### src/rtl/hazard_unit_if.sv
// +---------------------------------------------------------------------------+
// | hazard_unit_if : pipeline-register taps and hazard controls               |
// | Rev 1.0                                                                   |
// +---------------------------------------------------------------------------+
`default_nettype none

interface hazard_unit_if #(
  parameter int CNT_W = 32
);
  logic [4:0]       Rs1_D, Rs2_D;
  logic [4:0]       Rs1_E, Rs2_E, Rd_E;
  logic             RegWrite_E;
  logic [1:0]       ResultSrc_E;
  logic             PCSrc_E;
  logic [4:0]       Rd_M;
  logic             RegWrite_M;
  logic [4:0]       Rd_W;
  logic             RegWrite_W;
  logic             mem_busy;
  logic             Stall_F, Stall_D, Stall_E, Stall_M;
  logic             Flush_D, Flush_E;
  logic [1:0]       ForwardA_E, ForwardB_E;
  logic [CNT_W-1:0] stall_cnt, flush_cnt, wait_cnt;

  modport master (
    output Rs1_D, Rs2_D, Rs1_E, Rs2_E, Rd_E, RegWrite_E, ResultSrc_E, PCSrc_E,
           Rd_M, RegWrite_M, Rd_W, RegWrite_W, mem_busy,
    input  Stall_F, Stall_D, Stall_E, Stall_M, Flush_D, Flush_E,
           ForwardA_E, ForwardB_E, stall_cnt, flush_cnt, wait_cnt
  );

  modport slave (
    input  Rs1_D, Rs2_D, Rs1_E, Rs2_E, Rd_E, RegWrite_E, ResultSrc_E, PCSrc_E,
           Rd_M, RegWrite_M, Rd_W, RegWrite_W, mem_busy,
    output Stall_F, Stall_D, Stall_E, Stall_M, Flush_D, Flush_E,
           ForwardA_E, ForwardB_E, stall_cnt, flush_cnt, wait_cnt
  );
endinterface

`default_nettype wire

### src/rtl/hazard_unit.sv
// +---------------------------------------------------------------------------+
// | hazard_unit : stall/flush/forward control for the five-stage RV64I core   |
// | Optional: HAZARD_PERF_CNT_EN enables saturating performance counters.     |
// | Rev 1.0                                                                   |
// +---------------------------------------------------------------------------+
`default_nettype none

module hazard_unit #(
  parameter int REDIRECT_CYCLES = 1,
  parameter int CNT_W           = 32
) (
  input  wire logic    clk,
  input  wire logic    rst_n,
  hazard_unit_if.slave hz
);

  localparam logic [2:0] c_RELOAD = 3'(REDIRECT_CYCLES - 1);

  typedef enum logic [1:0] {
    RUN      = 2'd0,
    MEM_WAIT = 2'd1,
    REDIRECT = 2'd2
  } state_t;

  state_t     r_state, w_state_next;
  logic [2:0] r_redir_cnt, w_redir_cnt_next;
  logic       w_lw_stall;
  logic       w_freeze, w_stall_fd, w_flush_d, w_flush_e, w_lw_bubble;

  // Memory stage wins over Writeback; x0 is hardwired and never forwarded.
  assign hz.ForwardA_E = (hz.RegWrite_M && hz.Rd_M != 5'd0 && hz.Rd_M == hz.Rs1_E) ? 2'b10 :
                         (hz.RegWrite_W && hz.Rd_W != 5'd0 && hz.Rd_W == hz.Rs1_E) ? 2'b01 : 2'b00;
  assign hz.ForwardB_E = (hz.RegWrite_M && hz.Rd_M != 5'd0 && hz.Rd_M == hz.Rs2_E) ? 2'b10 :
                         (hz.RegWrite_W && hz.Rd_W != 5'd0 && hz.Rd_W == hz.Rs2_E) ? 2'b01 : 2'b00;

  assign w_lw_stall = hz.RegWrite_E && hz.ResultSrc_E == 2'b01 && hz.Rd_E != 5'd0 &&
                      (hz.Rd_E == hz.Rs1_D || hz.Rd_E == hz.Rs2_D);

  always_ff @(posedge clk or negedge rst_n) begin
    if (!rst_n) begin
      r_state     <= RUN;
      r_redir_cnt <= 3'd0;
    end else begin
      r_state     <= w_state_next;
      r_redir_cnt <= w_redir_cnt_next;
    end
  end

  always_comb begin
    w_state_next     = r_state;
    w_redir_cnt_next = r_redir_cnt;
    w_freeze         = 1'b0;
    w_stall_fd       = 1'b0;
    w_flush_d        = 1'b0;
    w_flush_e        = 1'b0;
    w_lw_bubble      = 1'b0;
    if (hz.mem_busy) begin
      // A freeze inside REDIRECT keeps both the state and the countdown.
      w_freeze = 1'b1;
      if (r_state != REDIRECT) w_state_next = MEM_WAIT;
    end else if (r_state == REDIRECT) begin
      w_flush_d = 1'b1;
      if (hz.PCSrc_E) begin
        w_flush_e        = 1'b1;
        w_redir_cnt_next = c_RELOAD;
      end else begin
        w_redir_cnt_next = r_redir_cnt - 3'd1;
        if (r_redir_cnt <= 3'd1) w_state_next = RUN;
      end
    end else begin
      w_state_next = RUN;
      if (hz.PCSrc_E) begin
        w_flush_d = 1'b1;
        w_flush_e = 1'b1;
        if (REDIRECT_CYCLES > 1) begin
          w_state_next     = REDIRECT;
          w_redir_cnt_next = c_RELOAD;
        end
      end else if (w_lw_stall) begin
        w_stall_fd  = 1'b1;
        w_flush_e   = 1'b1;
        w_lw_bubble = 1'b1;
      end
    end
  end

  // Controls are forced low while reset is asserted, regardless of inputs.
  assign hz.Stall_F = rst_n & (w_freeze | w_stall_fd);
  assign hz.Stall_D = rst_n & (w_freeze | w_stall_fd);
  assign hz.Stall_E = rst_n & w_freeze;
  assign hz.Stall_M = rst_n & w_freeze;
  assign hz.Flush_D = rst_n & w_flush_d;
  assign hz.Flush_E = rst_n & w_flush_e;

`ifdef HAZARD_PERF_CNT_EN
  logic [CNT_W-1:0] r_stall_cnt, r_flush_cnt, r_wait_cnt;

  always_ff @(posedge clk or negedge rst_n) begin
    if (!rst_n) begin
      r_stall_cnt <= '0;
      r_flush_cnt <= '0;
      r_wait_cnt  <= '0;
    end else begin
      if (w_lw_bubble && r_stall_cnt != '1) r_stall_cnt <= r_stall_cnt + CNT_W'(1);
      if (w_flush_d   && r_flush_cnt != '1) r_flush_cnt <= r_flush_cnt + CNT_W'(1);
      if (w_freeze    && r_wait_cnt  != '1) r_wait_cnt  <= r_wait_cnt  + CNT_W'(1);
    end
  end

  assign hz.stall_cnt = r_stall_cnt;
  assign hz.flush_cnt = r_flush_cnt;
  assign hz.wait_cnt  = r_wait_cnt;
`else
  assign hz.stall_cnt = '0;
  assign hz.flush_cnt = '0;
  assign hz.wait_cnt  = '0;
`endif

endmodule

`default_nettype wire

### src/flat_wrapper.sv
// flat-port wrapper written by rule: the top's interface ports become plain ports
module hazard_unit_flat 
#(
  parameter int REDIRECT_CYCLES = 1,
  parameter int CNT_W           = 32
)
  (clk, rst_n, hz_Rs1_D, hz_Rs2_D, hz_Rs1_E, hz_Rs2_E, hz_Rd_E, hz_RegWrite_E, hz_ResultSrc_E, hz_PCSrc_E, hz_Rd_M, hz_RegWrite_M, hz_Rd_W, hz_RegWrite_W, hz_mem_busy, hz_Stall_F, hz_Stall_D, hz_Stall_E, hz_Stall_M, hz_Flush_D, hz_Flush_E, hz_ForwardA_E, hz_ForwardB_E, hz_stall_cnt, hz_flush_cnt, hz_wait_cnt);
  hazard_unit_if #(.CNT_W(CNT_W)) hz_i ();
  input  wire logic clk;
  input  wire logic rst_n;
  input wire logic [$bits(hz_i.Rs1_D)-1:0] hz_Rs1_D;
  input wire logic [$bits(hz_i.Rs2_D)-1:0] hz_Rs2_D;
  input wire logic [$bits(hz_i.Rs1_E)-1:0] hz_Rs1_E;
  input wire logic [$bits(hz_i.Rs2_E)-1:0] hz_Rs2_E;
  input wire logic [$bits(hz_i.Rd_E)-1:0] hz_Rd_E;
  input wire logic [$bits(hz_i.RegWrite_E)-1:0] hz_RegWrite_E;
  input wire logic [$bits(hz_i.ResultSrc_E)-1:0] hz_ResultSrc_E;
  input wire logic [$bits(hz_i.PCSrc_E)-1:0] hz_PCSrc_E;
  input wire logic [$bits(hz_i.Rd_M)-1:0] hz_Rd_M;
  input wire logic [$bits(hz_i.RegWrite_M)-1:0] hz_RegWrite_M;
  input wire logic [$bits(hz_i.Rd_W)-1:0] hz_Rd_W;
  input wire logic [$bits(hz_i.RegWrite_W)-1:0] hz_RegWrite_W;
  input wire logic [$bits(hz_i.mem_busy)-1:0] hz_mem_busy;
  output wire logic [$bits(hz_i.Stall_F)-1:0] hz_Stall_F;
  output wire logic [$bits(hz_i.Stall_D)-1:0] hz_Stall_D;
  output wire logic [$bits(hz_i.Stall_E)-1:0] hz_Stall_E;
  output wire logic [$bits(hz_i.Stall_M)-1:0] hz_Stall_M;
  output wire logic [$bits(hz_i.Flush_D)-1:0] hz_Flush_D;
  output wire logic [$bits(hz_i.Flush_E)-1:0] hz_Flush_E;
  output wire logic [$bits(hz_i.ForwardA_E)-1:0] hz_ForwardA_E;
  output wire logic [$bits(hz_i.ForwardB_E)-1:0] hz_ForwardB_E;
  output wire logic [$bits(hz_i.stall_cnt)-1:0] hz_stall_cnt;
  output wire logic [$bits(hz_i.flush_cnt)-1:0] hz_flush_cnt;
  output wire logic [$bits(hz_i.wait_cnt)-1:0] hz_wait_cnt;
  assign hz_i.Rs1_D = hz_Rs1_D;
  assign hz_i.Rs2_D = hz_Rs2_D;
  assign hz_i.Rs1_E = hz_Rs1_E;
  assign hz_i.Rs2_E = hz_Rs2_E;
  assign hz_i.Rd_E = hz_Rd_E;
  assign hz_i.RegWrite_E = hz_RegWrite_E;
  assign hz_i.ResultSrc_E = hz_ResultSrc_E;
  assign hz_i.PCSrc_E = hz_PCSrc_E;
  assign hz_i.Rd_M = hz_Rd_M;
  assign hz_i.RegWrite_M = hz_RegWrite_M;
  assign hz_i.Rd_W = hz_Rd_W;
  assign hz_i.RegWrite_W = hz_RegWrite_W;
  assign hz_i.mem_busy = hz_mem_busy;
  assign hz_Stall_F = hz_i.Stall_F;
  assign hz_Stall_D = hz_i.Stall_D;
  assign hz_Stall_E = hz_i.Stall_E;
  assign hz_Stall_M = hz_i.Stall_M;
  assign hz_Flush_D = hz_i.Flush_D;
  assign hz_Flush_E = hz_i.Flush_E;
  assign hz_ForwardA_E = hz_i.ForwardA_E;
  assign hz_ForwardB_E = hz_i.ForwardB_E;
  assign hz_stall_cnt = hz_i.stall_cnt;
  assign hz_flush_cnt = hz_i.flush_cnt;
  assign hz_wait_cnt = hz_i.wait_cnt;
  hazard_unit #(.REDIRECT_CYCLES(REDIRECT_CYCLES), .CNT_W(CNT_W)) u_core (.clk(clk), .rst_n(rst_n), .hz(hz_i));
endmodule
### config.mk
export PLATFORM = sky130hd
export DESIGN_NAME = hazard_unit_flat
export DESIGN_NICKNAME = d
export VERILOG_FILES = /design/src/rtl/hazard_unit_if.sv /design/src/rtl/hazard_unit.sv /design/src/flat_wrapper.sv
export SDC_FILE = /design/constraint.sdc
export NUM_CORES = 1
export LEC_CHECK = 0
export ABC_AREA = 1
export ABC_CLOCK_PERIOD_IN_PS = 1460
export CAP_MARGIN = 25
export CORE_MARGIN = 2
export CORE_UTILIZATION = 31
export DETAILED_ROUTE_END_ITERATION = 8
export PLACE_DENSITY_LB_ADDON = 0.15
export SYNTH_ARGS = -nofsm -noshare
export SYNTH_HDL_FRONTEND = slang
export SYNTH_SLANG_ARGS = --single-unit
### constraint.sdc
create_clock -name clk -period 1.46 [get_ports clk]
set_input_delay 0.292 -clock clk [delete_from_list [all_inputs] [get_ports clk]]
set_output_delay 0.292 -clock clk [all_outputs]
set_load 0.03 [all_outputs]
==> results.tsv <==
stage	metric	value	unit
worst_setup_path	slowest_delay	0.21	ns
cells_and_area	ff_latch_area	0	sq um
route	ant_nets	0	
floorplan	die-area	4650	sq um
worst_setup_path	crit_chain	buf_4, xnor2_1, nand3_2, nor3_4, nor2_1, buf_4	
logic_synthesis	synth.distinct_cells	15	
global_route	first_global_vias	789	
cells_and_area	drive_above_1_share	36.9	%
route	wire_per_inst	8.10	microns
logic_synthesis	synthesis.area	1280	sq um
sta	period_needed	1.42	ns
power_and_ir_drop	ir_drop	0.117	mV
sta	whs	0.993	ns
floorplan	die_h	68.2	microns
sta	slew_violations	0	
placed_design	dp_hpwl	2.13	mm
floorplan	rows	23	
worst_setup_path	cp_common_cell	buf_4	
logic_synthesis	syn_inst	203	
global_route	overflow	0	
job	cap_violations	0	
floorplan	io_pins	150	
route	finalWirelength	2.47	mm
global_route	grt_usage	8.42	%
logic_synthesis	avgSynthCellArea	6.29	sq um
worst_setup_path	cp.required	1.17	ns
cells_and_area	seq_cell_count	0	
placed_design	place_inst	305	
worst_setup_path	crit_path_end_kind	output port	
worst_setup_path	slowest_stage	xnor2_1	
sta	fin_setup_tns	0	ns
floorplan	coreArea	3970	sq um
route	via_per_inst	3.44	
power_and_ir_drop	p_leak	0.976	nW
sta	hold_viol_final	0	
route	first_pass_iters	4	
cells_and_area	diodes	0	
sta	rsz0062_at_grt	yes	
sta	max_freq	703	MHz
worst_setup_path	worstPathMaxFanout	3	
placed_design	io_buffers	53	
placed_design	gp_congestion	0.719	
global_route	grt_max_degree	6	
cells_and_area	num-clock-buffers	0	
floorplan	dieWidth	68.2	microns
worst_setup_path	arrival	1.13	ns
logic_synthesis	seq_area_frac_synth	0	%
route	drtIter0Drc	12	
global_route	antenna_found_initial	0	
min_path	hp-class	primary input to output port	
route	drc	0	
sta	period_share	97.5	%
global_route	grt_pass1_wl	3.13	mm
cells_and_area	final_cells	305	
sta	setup_viol	0	
power_and_ir_drop	power_density	418	nW/um^2
clocking	post-cts-setup-buffer-count	0	
run_status	status	finished, final reports clean	
cells_and_area	area_delta_synth_final	27.6	%
worst_setup_path	path_delay_family	simple AND/OR/NAND/NOR gates	
worst_setup_path	criticalPathCategory	primary input to output port	
cells_and_area	finalNetCount	301	
worst_setup_path	cp.buffers_inverters	2	
route	vias	1050	
worst_setup_path	start_kind	primary input	
floorplan	start_util	32.2	%
clocking	cts_hold_buf	0	
logic_synthesis	ys_warn_count	0	
## repair_timing
item	4_1_cts	5_1_grt
setup endpoints to repair	8	8
pin swaps	46	40
resized for setup	166	55
## per-stage QoR
step                      util [%]  area [sq um]  setup slack, ns  power [mW]
after floorplan                  -          1650          -0.0473       0.655
after global placement        37.7          1500           -0.442       0.630
after detailed placement      37.7          1500           -0.449       0.630
after CTS                     36.3          1440         0.000755       0.613
after global routing          41.1          1630          -0.0188       0.732
final                         41.1          1630           0.0366       0.681
## routing by layer
metal  share of wire (%)  up-vias  GRT usage (%)
met5                   0        -              0
met2                  56       73           17.2
met1                  32      457           10.1
met4                   0        0              0
li1                    -      520              -
met3                  11        0          0.329
## power breakdown
group	internal (mW)	total, mW	switching, mW
combinational	0.182	0.681	0.499
sequential	0	0	0
clock	0	0	0
## kinds of logic after synthesis
family	after synthesis	share of synthesized area (%)
other cells	1	0.294
simple gates	63	21.0
compound gates	2	1.08
xor+xnor	22	15.1
buf+inv	115	62.6
## Yosys cell counts, drive strengths merged
library cell  count  area, sq um
nor2             19         71.3
inv              17         63.8
xnor2            15          131
conb              1         3.75
nand2            30          115
o21ai             2         13.8
nor3              4         30.0
xor2              7         61.3
buf              98          736
nand3             9         45.0
nand4             1         6.26
## final cells by class
cell class	instances	area, sq um
inverters	17	63.8
fillers	451	2340
well taps	50	62.6
repair buffers	55	457
multi-input cells	183	1050
## placed cells by master (no fill, tap or decap)
master           instances
conb_1                  96
nor2_1                   9
clkdlybuf4s50_1          1
buf_4                   12
nand2_2                 12
dlymetal6s2s_1           1
o21ai_4                  1
clkbuf_2                 1
o21ai_1                  1
nor2_2                   7
buf_2                   15
nand4_1                  1
inv_1                   12
nand2_1                 18
inv_2                    5
nor3_2                   2
xor2_1                   5
clkdlybuf4s15_1          2
xor2_2                   2
xnor2_2                 10
dlygate4sd2_1            6
nor2_4                   3
nor3_4                   2
buf_6                   17
xnor2_1                  5
nand3_2                  5
nand3_1                  4
## worst paths after layout
| kind | cells past startpoint | start | to |
|---|---|---|---|
| max | 6 | hz_Rd_M[2] | hz_ForwardA_E[0] |
| min | 5 | hz_Rd_M[1] | hz_ForwardB_E[1] |
No activity file was read; power rests on OpenSTA's default activity.
==> RTL change: new RTL, same settings <==
`CNT_W` is set to 32 in 3 places; all go to 16.
--- a/src/rtl/hazard_unit_if.sv
+++ b/src/rtl/hazard_unit_if.sv
@@ -7,3 +7,3 @@
 interface hazard_unit_if #(
-  parameter int CNT_W = 32
+  parameter int CNT_W = 16
 );
--- a/src/rtl/hazard_unit.sv
+++ b/src/rtl/hazard_unit.sv
@@ -9,3 +9,3 @@
   parameter int REDIRECT_CYCLES = 1,
-  parameter int CNT_W           = 32
+  parameter int CNT_W           = 16
 ) (
--- a/src/flat_wrapper.sv
+++ b/src/flat_wrapper.sv
@@ -4,3 +4,3 @@
   parameter int REDIRECT_CYCLES = 1,
-  parameter int CNT_W           = 32
+  parameter int CNT_W           = 16
 )
Ports: changed (resized hz_flush_cnt, hz_stall_cnt and hz_wait_cnt); port bits go from 150 to 102. The function was not compared with the original's and may differ.
==> RTL change against the unedited design <==
  * Cell area fell by 9.1%
  * Setup slack got worse by 0.025 ns
  * Critical path depth rose by 1
  * Global-route usage rose by 4.4 points
  * Via count fell by 9.1%
  * Power fell by 21%
  * Area after synthesis fell by 28%
  * Wire length rose by 1.9%
  * Critical path type unchanged
==> RTL change: results (changes against the unedited design) <==
metric	value	unit	change
initial drt markers	34		+22
leakage	0.000854	uW	-12%
# Post-CTS Setup Buffers	0		unchanged
vias in the first global route	828		+4.9%
fin nets	254		-16%
top post-synthesis cells by count	buf_4 (50), nand2_1 (29), nor2_1 (19), inv_1 (15), xnor2_1 (15)		
Worst path slowest cell	o21ai_4		
Pre-antenna DRT Iters	4		unchanged
sequential area share after synthesis	0	%	unchanged
largest fanout on the critical path	3		unchanged
Seq group	0	uW	
via/cell ratio	3.99		+16%
CP max stage delay	0.21	ns	about the same
initial antenna violation count	0		unchanged
maximum VDD drop	0.000210	V	+79%
fin cells	239		-22%
XOR/XNOR Fraction of Synth Area	21.0	%	+5.9 points
Compound-Gate Fraction of Synth Area	1.50	%	+0.42 points
Placed Area	1300	sq um	-13%
pre-CTS WS	-0.441	ns	+0.00759 ns
first-pass GRT wire length	3480	microns	+11%
wire per inst	10.5	microns	+30%
Synth Area in Adders	0	%	unchanged
Fill cells	279		-38%
status	completed		
yosys warns	0		unchanged
top cells by area, synth	buf_4 (41%), xnor2_1 (14%), nand2_1 (12%)		
Combinational Power Share	100.0	%	about the same
Cell variety after synth	15		unchanged
CP arrival	1.16	ns	+0.03 ns
HP Class	primary input to output pin		
RD Place Congestion	0.835		+16%
Layout clock buffers	0		unchanged
CP delay by family, top	simple AND/OR/NAND/NOR gates		
Setup TNS	0	ns	unchanged
input/output buffers	53		unchanged
layout cell share with drive strength beyond 1	44.7	%	+7.8 points
diode count	0		unchanged
FFs & Latches	0		unchanged
fraction of synthesized area in multiplexers	0	%	unchanged
Net Sw Power	342	uW	-31%
largest net degree at the start of global routing	6		unchanged
GRT Resource Usage Total	12.8	%	+4.4 points
Flop pwr share	0	%	unchanged
Cells after Synth	155		-24%
Syn-to-layout area delta	61.5	%	
HPWL after DPL	2040	microns	-4.2%
## RTL change: what timing repair did
| action | in CTS | in global routing |
|---|---|---|
| resized for setup | 181 | 49 |
| pin swaps | 42 | 33 |
| endpoints found under the setup margin | 8 | 7 |
## RTL change: kinds of logic after synthesis
kind of cell,count (synthesis)
AOI/OAI and AO/OA,2
xor gates and xnor gates,22
buffers and inverters,67
other,1
and+or+nand+nor,63
## RTL change: final cells by class
| type | instances | share of cell area (%) |
|---|---|---|
| Inverter | 17 | 4.31 |
| Multi-Input combinational cell | 135 | 59.6 |
| Tap cell | 31 | 2.62 |
| Timing Repair Buffer | 56 | 33.4 |
## RTL change: per-layer routing
layer | wire, microns | track usage [%]
met5 | 0 | 0
met4 | 22 | 0
met3 | 172 | 0.440
met2 | 1540 | 29.4
met1 | 779 | 12.7
## RTL change: path summary, 6_finish.rpt
check	from	end	slack, ns	depth (start not counted)
worst max-delay path	hz_Rd_M[1]	hz_ForwardA_E[0]	0.01	7
worst min-delay path	hz_PCSrc_E	hz_Flush_D	0.98	4
